**src/rtl/a2d_spi_mstr_if.sv**
```systemverilog
// Signal bundle between slide_intf and the ADC SPI master: conversion handshake plus the SPI pins.
// strt_cnv is a one-cycle request honoured only while the master is idle; res is valid while cnv_cmplt is high.
interface a2d_spi_mstr_if;
    logic        strt_cnv;
    logic [2:0]  chnnl;
    logic        cnv_cmplt;
    logic [11:0] res;
    logic        a2d_SS_n;
    logic        SCLK;
    logic        MOSI;
    logic        MISO;

    modport master (
        input  strt_cnv,
        input  chnnl,
        input  MISO,
        output cnv_cmplt,
        output res,
        output a2d_SS_n,
        output SCLK,
        output MOSI
    );

    modport slave (
        output strt_cnv,
        output chnnl,
        output MISO,
        input  cnv_cmplt,
        input  res,
        input  a2d_SS_n,
        input  SCLK,
        input  MOSI
    );
endinterface

```
**src/rtl/a2d_spi_mstr.sv**
```systemverilog
// SPI master for the 8-channel pot ADC: two 16-bit frames per conversion, the second frame
// returns the 12-bit result of the channel addressed in both frames.
module a2d_spi_mstr #(
    parameter int GAP_CLKS = 32
) (
    input  logic             clk,
    input  logic             rst_n,
    a2d_spi_mstr_if.master   bus,
    output logic [1:0]       state_o
);

    typedef enum logic [1:0] {
        IDLE   = 2'd0,
        FRAME1 = 2'd1,
        GAP    = 2'd2,
        FRAME2 = 2'd3
    } state_t;

    localparam logic [4:0] SCLK_LOAD = 5'b10010;
    localparam logic [4:0] SHIFT_PT  = 5'b10000;
    localparam logic [4:0] GAP_LAST  = 5'(GAP_CLKS - 1);
    localparam logic [4:0] LAST_BIT  = 5'd16;

    state_t      state_q, state_d;
    logic        ss_n_q, ss_n_d;
    logic [4:0]  sclk_cnt_q, sclk_cnt_d;
    logic [4:0]  shft_cnt_q, shft_cnt_d;
    logic [4:0]  gap_cnt_q, gap_cnt_d;
    logic [15:0] shreg_q, shreg_d;
    logic [2:0]  chnnl_q, chnnl_d;
    logic [11:0] res_q, res_d;
    logic        cmplt_q, cmplt_d;
    logic [15:0] cmd;

    always_ff @(posedge clk or negedge rst_n) begin
        if (!rst_n) begin
            state_q    <= IDLE;
            ss_n_q     <= 1'b1;
            sclk_cnt_q <= SCLK_LOAD;
            shft_cnt_q <= 5'd0;
            gap_cnt_q  <= 5'd0;
            shreg_q    <= 16'h0000;
            chnnl_q    <= 3'd0;
            res_q      <= 12'h000;
            cmplt_q    <= 1'b0;
        end else begin
            state_q    <= state_d;
            ss_n_q     <= ss_n_d;
            sclk_cnt_q <= sclk_cnt_d;
            shft_cnt_q <= shft_cnt_d;
            gap_cnt_q  <= gap_cnt_d;
            shreg_q    <= shreg_d;
            chnnl_q    <= chnnl_d;
            res_q      <= res_d;
            cmplt_q    <= cmplt_d;
        end
    end

    assign cmd = {2'b00, chnnl_q, 11'h000};

    always_comb begin
        state_d    = state_q;
        ss_n_d     = ss_n_q;
        sclk_cnt_d = SCLK_LOAD;
        shft_cnt_d = shft_cnt_q;
        gap_cnt_d  = gap_cnt_q;
        shreg_d    = shreg_q;
        chnnl_d    = chnnl_q;
        res_d      = res_q;
        cmplt_d    = cmplt_q;

        case (state_q)
            IDLE: begin
                if (bus.strt_cnv) begin
                    chnnl_d = bus.chnnl;
                    state_d = FRAME1;
                end
            end

            FRAME1, FRAME2: begin
                // First cycle after acceptance: chip select drops and the frame is armed.
                if (ss_n_q) begin
                    ss_n_d     = 1'b0;
                    shreg_d    = cmd;
                    shft_cnt_d = 5'd0;
                    cmplt_d    = 1'b0;
                end else if (shft_cnt_q == LAST_BIT) begin
                    ss_n_d = 1'b1;
                    if (state_q == FRAME1) begin
                        state_d   = GAP;
                        gap_cnt_d = 5'd0;
                    end else begin
                        state_d = IDLE;
                        res_d   = shreg_q[11:0];
                        cmplt_d = 1'b1;
                    end
                end else begin
                    sclk_cnt_d = sclk_cnt_q + 5'd1;
                    // Sample MISO on the edge right after SCLK rises; MOSI moves here too.
                    if (sclk_cnt_q == SHIFT_PT) begin
                        shreg_d    = {shreg_q[14:0], bus.MISO};
                        shft_cnt_d = shft_cnt_q + 5'd1;
                    end
                end
            end

            GAP: begin
                if (gap_cnt_q == GAP_LAST) begin
                    state_d    = FRAME2;
                    ss_n_d     = 1'b0;
                    shreg_d    = cmd;
                    shft_cnt_d = 5'd0;
                    gap_cnt_d  = 5'd0;
                end else begin
                    gap_cnt_d = gap_cnt_q + 5'd1;
                end
            end

            default: state_d = IDLE;
        endcase
    end

    assign bus.a2d_SS_n  = ss_n_q;
    assign bus.SCLK      = sclk_cnt_q[4];
    assign bus.MOSI      = shreg_q[15];
    assign bus.res       = res_q;
    assign bus.cnv_cmplt = cmplt_q;
    assign state_o       = state_q;

endmodule
```
**src/flat_wrapper.sv**
```systemverilog
// flat-port wrapper written by rule: the top's interface ports become plain ports
module a2d_spi_mstr_flat 
#(
    parameter int GAP_CLKS = 32
)
  (clk, rst_n, state_o, bus_strt_cnv, bus_chnnl, bus_MISO, bus_cnv_cmplt, bus_res, bus_a2d_SS_n, bus_SCLK, bus_MOSI);
  a2d_spi_mstr_if bus_i ();
  input  logic clk;
  input  logic rst_n;
  output logic [1:0] state_o;
  input wire logic [$bits(bus_i.strt_cnv)-1:0] bus_strt_cnv;
  input wire logic [$bits(bus_i.chnnl)-1:0] bus_chnnl;
  input wire logic [$bits(bus_i.MISO)-1:0] bus_MISO;
  output wire logic [$bits(bus_i.cnv_cmplt)-1:0] bus_cnv_cmplt;
  output wire logic [$bits(bus_i.res)-1:0] bus_res;
  output wire logic [$bits(bus_i.a2d_SS_n)-1:0] bus_a2d_SS_n;
  output wire logic [$bits(bus_i.SCLK)-1:0] bus_SCLK;
  output wire logic [$bits(bus_i.MOSI)-1:0] bus_MOSI;
  assign bus_i.strt_cnv = bus_strt_cnv;
  assign bus_i.chnnl = bus_chnnl;
  assign bus_i.MISO = bus_MISO;
  assign bus_cnv_cmplt = bus_i.cnv_cmplt;
  assign bus_res = bus_i.res;
  assign bus_a2d_SS_n = bus_i.a2d_SS_n;
  assign bus_SCLK = bus_i.SCLK;
  assign bus_MOSI = bus_i.MOSI;
  a2d_spi_mstr #(.GAP_CLKS(GAP_CLKS)) u_core (.clk(clk), .rst_n(rst_n), .bus(bus_i), .state_o(state_o));
endmodule
```
**config.mk**
```make
export PLATFORM = sky130hd
export DESIGN_NAME = a2d_spi_mstr_flat
export DESIGN_NICKNAME = d
export VERILOG_FILES = /design/src/rtl/a2d_spi_mstr_if.sv /design/src/rtl/a2d_spi_mstr.sv /design/src/flat_wrapper.sv
export SDC_FILE = /design/constraint.sdc
export NUM_CORES = 1
export LEC_CHECK = 0
export ABC_AREA = 1
export CAP_MARGIN = 20
export CORE_MARGIN = 2
export CORE_UTILIZATION = 30
export CTS_CLUSTER_SIZE = 30
export DETAILED_ROUTE_END_ITERATION = 7
export DONT_BUFFER_PORTS = 1
export PLACE_DENSITY_LB_ADDON = 0.15
export SYNTH_ARGS = -nofsm -noshare
export SYNTH_HDL_FRONTEND = slang
export SYNTH_SLANG_ARGS = --single-unit
```
**constraint.sdc**
```tcl
create_clock -name clk -period 2.6 [get_ports clk]
set_input_delay 0.65 -clock clk [delete_from_list [all_inputs] [get_ports clk]]
set_output_delay 0.65 -clock clk [all_outputs]
set_load 0.05 [all_outputs]
```
# After elaboration in Yosys (flattened, before gate mapping)

Cells that the tools add are included.

Register bits: 50
Word-level logic and storage cells: 70
Output and inout bits: 18
Bits of input ports: 7

Add/subtract/negate cells: 3
Equality and inequality tests: 14
Bitwise operators: 2
Mux-type cells: 31
Reductions and logical operators: 11

Operators with widths:

| kind                                                | count |
|---|---|
| two-way mux 16 bit                                  | 4 |
| two-way mux 5 bit                                   | 11 |
| one-hot mux 16 bit (2 select lines)                 | 1 |
| one-hot mux 5 bit (2 select lines)                  | 2 |
| AND reduction 4 bit                                 | 4 |
| adder 5 x 1 -> 5 bit, second input constant         | 3 |
| equality test 5 bit, second input constant          | 3 |
| two-way mux 2 bit                                   | 5 |
| != test 2 x 1 -> 1 bit, second input constant       | 4 |
| two-way mux 1 bit                                   | 6 |
| one-hot mux 2 bit (3 select lines)                  | 1 |
| equality test 2 bit, second input constant          | 2 |
| != test 2 bit, second input constant                | 2 |
| AND reduction 2 bit                                 | 2 |
| nonzero test 2 bit                                  | 2 |
| != test 3 x 1 -> 1 bit, second input constant       | 1 |
| != test 3 x 2 -> 1 bit, second input constant       | 1 |
| AND reduction 3 bit                                 | 1 |
| equality test 2 x 1 -> 1 bit, second input constant | 1 |
| zero test 2 bit                                     | 1 |
| inverter 1 bit                                      | 2 |
| one-hot mux 1 bit (2 select lines)                  | 1 |
| OR reduction 2 bit                                  | 1 |

# Longest topological paths before layout

Gate-level depths: netlist of run 1.

Depth after elaboration: 5
Mapped depth: 11
Mapped depth without buffers: 11

# Worst setup path after synthesis of run 1

No wires, ideal clock.

Path type: register -> register
Start point: reg u_core.state_q[0] (netlist: u_core.state_o[0])
End point: reg u_core.shreg_q[10]
Required time: 2534 ps
Cell stages (with the launch flop): 10
Arrival: 1814 ps
Slack: 720 ps
Path buffers: 2
Setup time: 66 ps
Clock period less this slack: 1880 ps
Cell sequence: dfrtp_1 inv_1 ha_1 inv_2 nor2_2 nor2_2 buf_2 buf_6 nand4_1 nand2_1

Cells in the longest elaborated chain, start to end: 4
Elaborated cells on any way between the ends: 10
Those cells by class: eq/ne: 6; mux: 1; reduce/logical: 3

Ends and longest elaborated chain:

| what                                                                | RTL line           | source |
|---|---|---|
| start: declaration                                                  | a2d_spi_mstr.sv:24 | `state_t state_q, state_d;` |
| start signal: assignment                                            | a2d_spi_mstr.sv:47 | `state_q <= state_d;` |
| equality test 2 bit or equality test 2 x 1 -> 1 bit (tied branches) | a2d_spi_mstr.sv:72 | `case (state_q)` |
| OR reduction 2 bit                                                  | a2d_spi_mstr.sv:72 |  |
| != test 3 x 2 -> 1 bit (no line) (tied with other cells)            | -                  |  |
| AND reduction 4 bit (no line)                                       | -                  |  |
| end signal: assignment                                              | a2d_spi_mstr.sv:52 | `shreg_q <= shreg_d;` |
| end: declaration                                                    | a2d_spi_mstr.sv:29 | `logic [15:0] shreg_q, shreg_d;` |

Several ways; a longest one is shown, not always the timed one.
A chain may end at the register's enable or synchronous reset.

# Worst setup path after layout of run 1

Start point: reg u_core.state_q[1] (netlist: u_core.state_o[1])
End point: reg u_core.shreg_q[10]

Same word-level chain as after synthesis.

==> metrics, run 1 <==
DR iter-0 viols 91; synth warn 0; Hold Crit Class in2async; gr ovfl total 0; Setup crit start kind register; worst-path fanout max 21; number of global-route vias before repair 1974; Max Slew Vio Count 0; final clock skew 0.0120 ns; Post-CTS Setup Inserts 0; ANT nets after route 0; Synth area leaders dfrtp_1 43%, nand2_1 12%, ha_1 5.1%; max_slew headroom 67.3%; final HPWL from detailed placement about 3500 um; fin crit share between 70% and 80%; final hold vios 0; sequential fraction of the synthesis area 46.3%; die area 0.00980 sq mm; cts bufs inserted 5; antenna violations before repair 0; CP Data Required Time 2.80 ns; Synth top cells by count 90 x nand2_1, 47 x dfrtp_1, 31 x inv_1; Max Clock Freq 503 MHz; syn_nets 332; P per Cell Area 1050 mW/mm^2; Synth Register Bits 50; largest net degree at the start of global routing 51; asr flop ratio synth 100%; DIE HEIGHT 99 um; Tmin final 1.99 ns; placer's final routability congestion estimate 0.758; R2R depth 8; crit end category register; CTS clk-pin slew, worst paths 0.10 ns; maximum VDD drop 0.709 mV; worst skew pair latency 0.31 ns; Syn Std Cell Area 0.00271 sq mm; Setup TNS 0 ns; drt pass-1 iters 6; Placeable Area approximately 0.0087 sq mm; worst-margin pin slew around 0.49 ns; CTS Buffer Depth 2; max-cap violations 0; top cell type's share of synthesized area 43.4%; Nets 333; # DRC 0; status completed; Routed WL 5380 um; worst reg2reg setup slack 0.61 ns; Initial Utilization 31.0%; Yosys cell types 30; RSZ-0062 raised after global routing false; I/O pin cnt 25; H-tree level count 2; Final Util 33.1%; reg-to-reg startpoint u_core.state_o[1]; area growth from synthesis to layout 6.65%; Port Buffer Count 0; WS Path Type reg2reg; root buffer cell clkbuf_8; syn_area_per_cell 8.62 sq um; Leak Pwr 1.40 nW; first-pass GRT wire length 9490 um; Critical Path AT 2.19 ns; Via density 4.57; Synth area leader dfrtp_1; Gate Count Post-Synth 314; most common flop cell mapped by yosys dfrtp_1; Setup violations, final 0; floorplan row count 34; CTS sink count 50; total power 0.00304 W; All-Layer GR Usage 11.9%; cell with the most instances after synthesis nand2_1; wire per inst 12.7 um; number of flops mapped to enable cells by yosys 0; # diodes 0; CTS tree yes; Die X 99 um; FF-to-FF End u_core.shreg_q[10]; via count 1937; layout cell share with drive strength beyond 1 19.0%
placed cells by master (no fill, tap or decap), drive strengths merged:
cell type,n
inv,37
nand2,101
or2,4
o22ai,1
nor2,35
dlygate4sd3,1
dfrtp,47
nand4,22
mux2,3
clkbuf,5
clkinvlp,2
nor3b,1
buf,6
ha,11
dfstp,3
a21oi,4
o21ai,20
xnor2,1
xor2,2
nand3,10
area by class of cell:
type | instances | area, sq um
clock buffers | 5 | 68.8
well taps | 108 | 135
multi-input cells | 215 | 1190
repair buffers | 7 | 75.1
flip-flops and latches | 50 | 1250
inverters | 36 | 135
fillers | 931 | 5830
clock inverters | 3 | 23.8
kinds of logic (layout without fill, tap and decap cells):
group | count (synthesis) | after routing | share of synthesized area [%]
AOI/OAI and AO/OA | 25 | 25 | 6.33
xor gates and xnor gates | 3 | 3 | 0.971
adders and majority gates | 11 | 11 | 5.08
buffers and inverters | 49 | 51 | 9.52
DFF | 50 | 50 | 46.3
muxes | 3 | 3 | 1.25
and+or+nand+nor | 173 | 173 | 30.5
per-layer routing:
metal / track usage [%] / wire length, um / vias up
met5: 0 / 0 / -
met4: 2.95 / 55 / 0
met3: 3.76 / 294 / 6
met2: 18.1 / 2340 / 34
met1: 16.4 / 2690 / 900
li1: - / - / 997
flip-flops by register name (all words and copies together), names as in the netlist:
name	cells
u_core.bus.a2d_SS_n	1
u_core.bus.cnv_cmplt	1
u_core.bus.res	12
u_core.chnnl_q	3
u_core.gap_cnt_q	5
u_core.sclk_cnt_q	5
u_core.shft_cnt_q	5
u_core.shreg_q	16
u_core.state_o	2
critical path, cell delays in order, from the launching register on:
cell and delay (ns):
dfrtp_1 0.42, inv_1 0.10, ha_1 0.24, nor2_4 0.18
nor2_4 0.06, nand2_4 0.22, nand3_2 0.41, nand2_1 0.17
nand2_1 0.07
worst max path at each step:
stage | from | depth (start not counted) | endpoint | slack, ns
2_1_floorplan | u_core.state_o[0] | 9 | u_core.shreg_q[10] | 0.72
3_3_place_gp | u_core.state_o[0] | 7 | u_core.shft_cnt_q[4] | 0.64
3_5_place_dp | u_core.state_o[1] | 8 | u_core.shreg_q[12] | 0.61
4_1_cts | u_core.state_o[1] | 8 | u_core.shreg_q[10] | 0.57
5_1_grt | u_core.state_o[1] | 8 | u_core.shreg_q[1] | 0.38
6_report | u_core.state_o[1] | 8 | u_core.shreg_q[10] | 0.61
repair_timing:
item                                    CTS  global route
gates resized for setup                   0             0
endpoints found under the hold margin     0            37
hold buffers                              0             2
endpoints found under the setup margin    0             0
report_power, final:
group | leakage [nW] | internal (W) | switching [W]
Sequential | 0.665 | 0.000980 | 0.000207
Clock | 0.0408 | 0.000193 | 0.000287
Combinational | 0.699 | 0.000451 | 0.000917
Total | 1.40 | 0.00162 | 0.00141
through the flow:
step	hold WS, ns	area [sq um]	instances	setup slack [ns]
after floorplan	0.354	2710	314	0.720
after global placement	0.357	2760	414	0.643
after detailed placement	0.357	2760	414	0.606
after CTS	0.00222	2850	422	0.574
after global routing	0.00358	2890	424	0.383
final	0.0277	2890	424	0.614
Power figures use the tool's default switching activity.
==> run 2: changes to the inputs <==
clock period = 1.6 ns   (was 2.6 ns; I/O delays follow)
==> metrics, run 2 (synthesized netlist as in run 1, its figures left out) <==
Hold Crit Class in2reg; commonest non-fill, non-tap cell in the layout nand2_1; most frequent cells in the layout 87 x nand2_1, 45 x dfrtp_1, 28 x inv_1, 25 x nor2_1, 22 x nand4_1; crit end category register; DIE HEIGHT 99 um (unchanged); Die X 99 um (unchanged); area growth from synthesis to layout 14.0%; # diodes 0 (unchanged); # DRC 0 (unchanged); via count 1998 (+3.1%); H-tree level count 2 (unchanged); Leak Pwr 1.50 nW (+6.9%); CP Data Required Time 1.82 ns (-0.98 ns); Setup crit start kind register; CTS sink count 50 (unchanged); largest net degree at the start of global routing 51 (unchanged); WS Path Type reg2reg; max reg flops 16 (unchanged); Max Slew Vio Count 0 (unchanged); layout cell share with drive strength beyond 1 27.0% (+8.0 points); number of global-route vias before repair 2002 (+1.4%); maximum VDD drop 1.09 mV (+53%); worst skew pair latency 0.32 ns (about the same); Placeable Area 0.00872 sq mm (unchanged); Tmin final 1.58 ns (-0.406 ns); CTS tree yes; DR iter-0 viols 103 (+13%); Max Clock Freq 633 MHz (+26%); max-cap violations 0 (unchanged); Most flops, register u_core.shreg_q; design area 0.00309 sq mm (+6.9%); worst-margin pin slew 0.494 ns (+0.00306 ns); Critical Path AT 1.80 ns (-0.39 ns); gr ovfl total 0 (unchanged); wire per inst 12.1 um (-4.7%); die area 0.00980 sq mm (unchanged); drt pass-1 iters 4 (-2); worst-path fanout max 21 (unchanged); floorplan row count 34 (unchanged); All-Layer GR Usage 12.0% (+0.19 points); Port Buffer Count 0 (unchanged); final hold vios 0 (unchanged); Hold Slack 0.231 ns (+0.203 ns); root buffer cell clkbuf_8; Initial Utilization 31.0% (unchanged); Setup violations, final 0 (unchanged); fin crit share 98.8% (+22 points); CTS clk-pin slew, worst paths 0.10 ns (about the same); P per Cell Area 1730 mW/mm^2 (+64%); DP Area 0.00292 sq mm (+5.7%); final HPWL from detailed placement 3730 um (+6.5%); final clock skew 0.00761 ns (-0.00438 ns); RSZ-0062 raised after global routing true; CTS Buffer Depth 2 (unchanged); max_slew headroom 67.1% (-0.20 points); Via density 4.53 (-0.83%); Routed WL 5330 um (-0.84%); placer's final routability congestion estimate 0.729 (-3.8%); first-pass GRT wire length 9560 um (+0.80%); Nets 350 (+5.1%); I/O pin cnt 25 (unchanged); antenna violations before repair 0 (unchanged); cts bufs inserted 5 (unchanged); ANT nets after route 0 (unchanged); status completed
## run 2: report_power, final
| group | internal [W] | total [W] | switching (W) |
|---|---|---|---|
| Combinational | 0.000992 | 0.00262 | 0.00163 |
| Sequential | 0.00160 | 0.00189 | 0.000289 |
| Clock | 0.000328 | 0.000823 | 0.000495 |
| Total | 0.00292 | 0.00533 | 0.00242 |
## run 2: repair_timing
action                                 CTS  global route
setup buffers                            0             3
pin swaps                                0             2
setup endpoints to repair                9            29
endpoints found under the hold margin   50             0
gates cloned                             0             0
hold buffers                             2             0
resized for setup                        3             8
## run 2: through the flow
step | setup slack [ns] | utilization, % | power (W) | setup TNS [ns] | std cells
final | 0.0199 | 35.4 | 0.00533 | 0 | 441
after global routing | -0.111 | 35.4 | 0.00582 | -2.15 | 441
after CTS | 0.00147 | 35.0 | 0.00539 | 0 | 438
after detailed placement | -0.0161 | 33.4 | 0.00450 | -0.0161 | 428
after global placement | 0.0284 | 33.4 | 0.00449 | 0 | 428
after floorplan | 0.00168 | - | 0.00394 | 0 | 314
## run 2: layout make-up
| class | instances | area [sq um] |
|---|---|---|
| Fill cell | 926 | 5630 |
| Sequential cell | 50 | 1260 |
| Multi-Input combinational cell | 215 | 1230 |
| Timing Repair Buffer | 24 | 228 |
| Inverter | 36 | 135 |
| Tap cell | 108 | 135 |
| Clock buffer | 5 | 68.8 |
| Clock inverter | 3 | 28.8 |
## run 2: worst max-delay path, cell delays in order, from the launching register on
cell and delay, ns:
dfrtp_1 0.37, ha_2 0.18, nand2_2 0.06, nor2_2 0.09, ha_2 0.21, nor2_4 0.05
nor2_4 0.14, nand3_2 0.11, buf_12 0.17, nand2_1 0.07, nand2_1 0.04
## run 2: routing by layer
layer  up-vias  global-route usage [%]  wire (um)
met5         -                       0          0
met4         0                    3.48         40
met3         4                    3.40        216
met2        29                    19.0       2440
met1       932                    16.2       2640
li1       1033                       -          -
## run 2: path summary, 6_finish.rpt
| kind | cells past startpoint | from | slack (ns) | endpoint |
|---|---|---|---|---|
| worst max-delay path | 10 | u_core.gap_cnt_q[0] | 0.02 | u_core.shreg_q[3] |
| worst min-delay path | 1 | bus_chnnl[1] | 0.23 | u_core.chnnl_q[1] |
| worst max register to register | 10 | u_core.gap_cnt_q[0] | 0.02 | u_core.shreg_q[3] |
| worst min register to register | 2 | u_core.shreg_q[4] | 0.48 | u_core.shreg_q[4] |
| max in group asynchronous | 2 | rst_n | 0.72 | u_core.bus.a2d_SS_n |
| min in group asynchronous | 2 | rst_n | 0.59 | u_core.bus.res[3] |
==> RTL change (settings of run 2) <==
Take the reset off `shreg_q` and `res_q` and load them in a clocked block of their own.
--- a/src/rtl/a2d_spi_mstr.sv
+++ b/src/rtl/a2d_spi_mstr.sv
@@ -39,9 +39,7 @@
             sclk_cnt_q <= SCLK_LOAD;
             shft_cnt_q <= 5'd0;
             gap_cnt_q  <= 5'd0;
-            shreg_q    <= 16'h0000;
             chnnl_q    <= 3'd0;
-            res_q      <= 12'h000;
             cmplt_q    <= 1'b0;
         end else begin
             state_q    <= state_d;
@@ -49,11 +47,14 @@
             sclk_cnt_q <= sclk_cnt_d;
             shft_cnt_q <= shft_cnt_d;
             gap_cnt_q  <= gap_cnt_d;
-            shreg_q    <= shreg_d;
             chnnl_q    <= chnnl_d;
-            res_q      <= res_d;
             cmplt_q    <= cmplt_d;
         end
+    end
+
+    always_ff @(posedge clk) begin
+        shreg_q <= shreg_d;
+        res_q   <= res_d;
     end
 
     assign cmd = {2'b00, chnnl_q, 11'h000};
Check against the original RTL: same outputs for any inputs over 10 cycles, from zero or initial values and one cycle with rst_n low; that may be too few to reach the edited logic, so the function may still have changed.
==> RTL change against run 2 <==
  * The flow now finishes with violations (setup timing)
  * Routed wire length fell by 22%
  * Sequential cell count did not move
  * Global-route usage fell by 1.4 points
  * Clock skew fell by 0.00077 ns
  * Area after synthesis fell by 14%
  * Worst setup slack got worse by 0.10 ns
  * Hold slack improved by 0.0071 ns
  * Synthesized cell count fell by 30%
  * Combinational power fell by 16%
  * First-iteration DRC count fell by 72%
  * Cell area fell by 8.5%
  * Sequential power rose by 19%
  * Critical path type unchanged
  * Total power fell by 2.8%
  * Fmax fell by 6.1%
==> RTL change: results (changes against run 2) <==
{| class="wikitable"
! Metric !! Value
|-
| Result of the run || finished, violations left (was finished clean)
|-
| Violated checks || setup timing
|-
| Number of non-clock buffers || 25 (was 24)
|-
| Total of endpoints with negative setup slack in the final report || 18 (was 0)
|-
| Post-Synth Adder-Cell Area || 5.91% (was 5.08%)
|-
| Power in the clock group || 751 uW (was 823 uW)
|-
| Worst-margin pin slew || 0.500 ns (was 0.494 ns)
|-
| Cell types with the highest counts after synthesis || nand2_1 (46), inv_1 (30), edfxtp_1 (28) (was nand2_1 (90), dfrtp_1 (47), inv_1 (31))
|-
| Met1 Use GR || 13.8% (was 16.2%)
|-
| Met2 capacity usage during global routing || 16.8% (was 19.0%)
|-
| Routed wirelength normalized by instance count || 11.7 um (was 12.1 um)
|-
| Cell Count, Final, Fillers Out || 354 (was 441)
|-
| Number of combinational gates with multiple inputs || 135 (was 215)
|-
| Area share of buffers outside the clock network || 7.75% (was 7.37%)
|-
| Multi-input logic portion of the cell area || 30.2% (was 40.0%)
|-
| Detailed-routing wirelength on met1 || 2000 um (was 2640 um)
|-
| First-pass GRT wire length || 7080 um (was 9560 um)
|-
| Min setup slack post-route || -0.0825 ns (was 0.0199 ns)
|-
| Total Nets Final || 269 (was 350)
|-
| Number of unique standard cell types used by synthesis || 28 (was 30)
|-
| Net switching share of the total power || 38.5% (was 45.3%)
|-
| Area fraction of clock buffers and clock inverters || 3.15% (was 3.16%)
|-
| Reg-to-Reg Start || u_core.gap_cnt_q[1] (was u_core.gap_cnt_q[0])
|-
| Cell total after placement || 340 (was 428)
|-
| Gp weighted congestion || 0.703 (was 0.729)
|-
| Part of the power in registers || 43.1% (was 35.4%)
|}
-- RTL change: changes by cell type after synthesis, moves of 2 or more --
| cell | run 2 | this run |
|---|---|---|
| o21ai_2 | 12 | 0 |
| nand2_1 | 90 | 46 |
| edfxtp_1 | 0 | 28 |
| buf_2 | 2 | 0 |
| o21ai_1 | 2 | 4 |
| buf_6 | 9 | 2 |
| inv_2 | 5 | 3 |
| nand4_1 | 22 | 7 |
| dfrtp_1 | 47 | 19 |
| nand2_2 | 9 | 4 |
| nor2_1 | 27 | 25 |
| nand2_4 | 2 | 0 |
| mux2_4 | 0 | 2 |
-- RTL change: stage by stage --
step	setup WS [ns]	area (um2)	power (uW)
after floorplan	-0.273	2350	3680
after global placement	-0.0749	2610	4360
after detailed placement	-0.0932	2610	4370
after CTS	-0.103	2730	5160
after global routing	-0.180	2820	5600
final	-0.0825	2820	5190
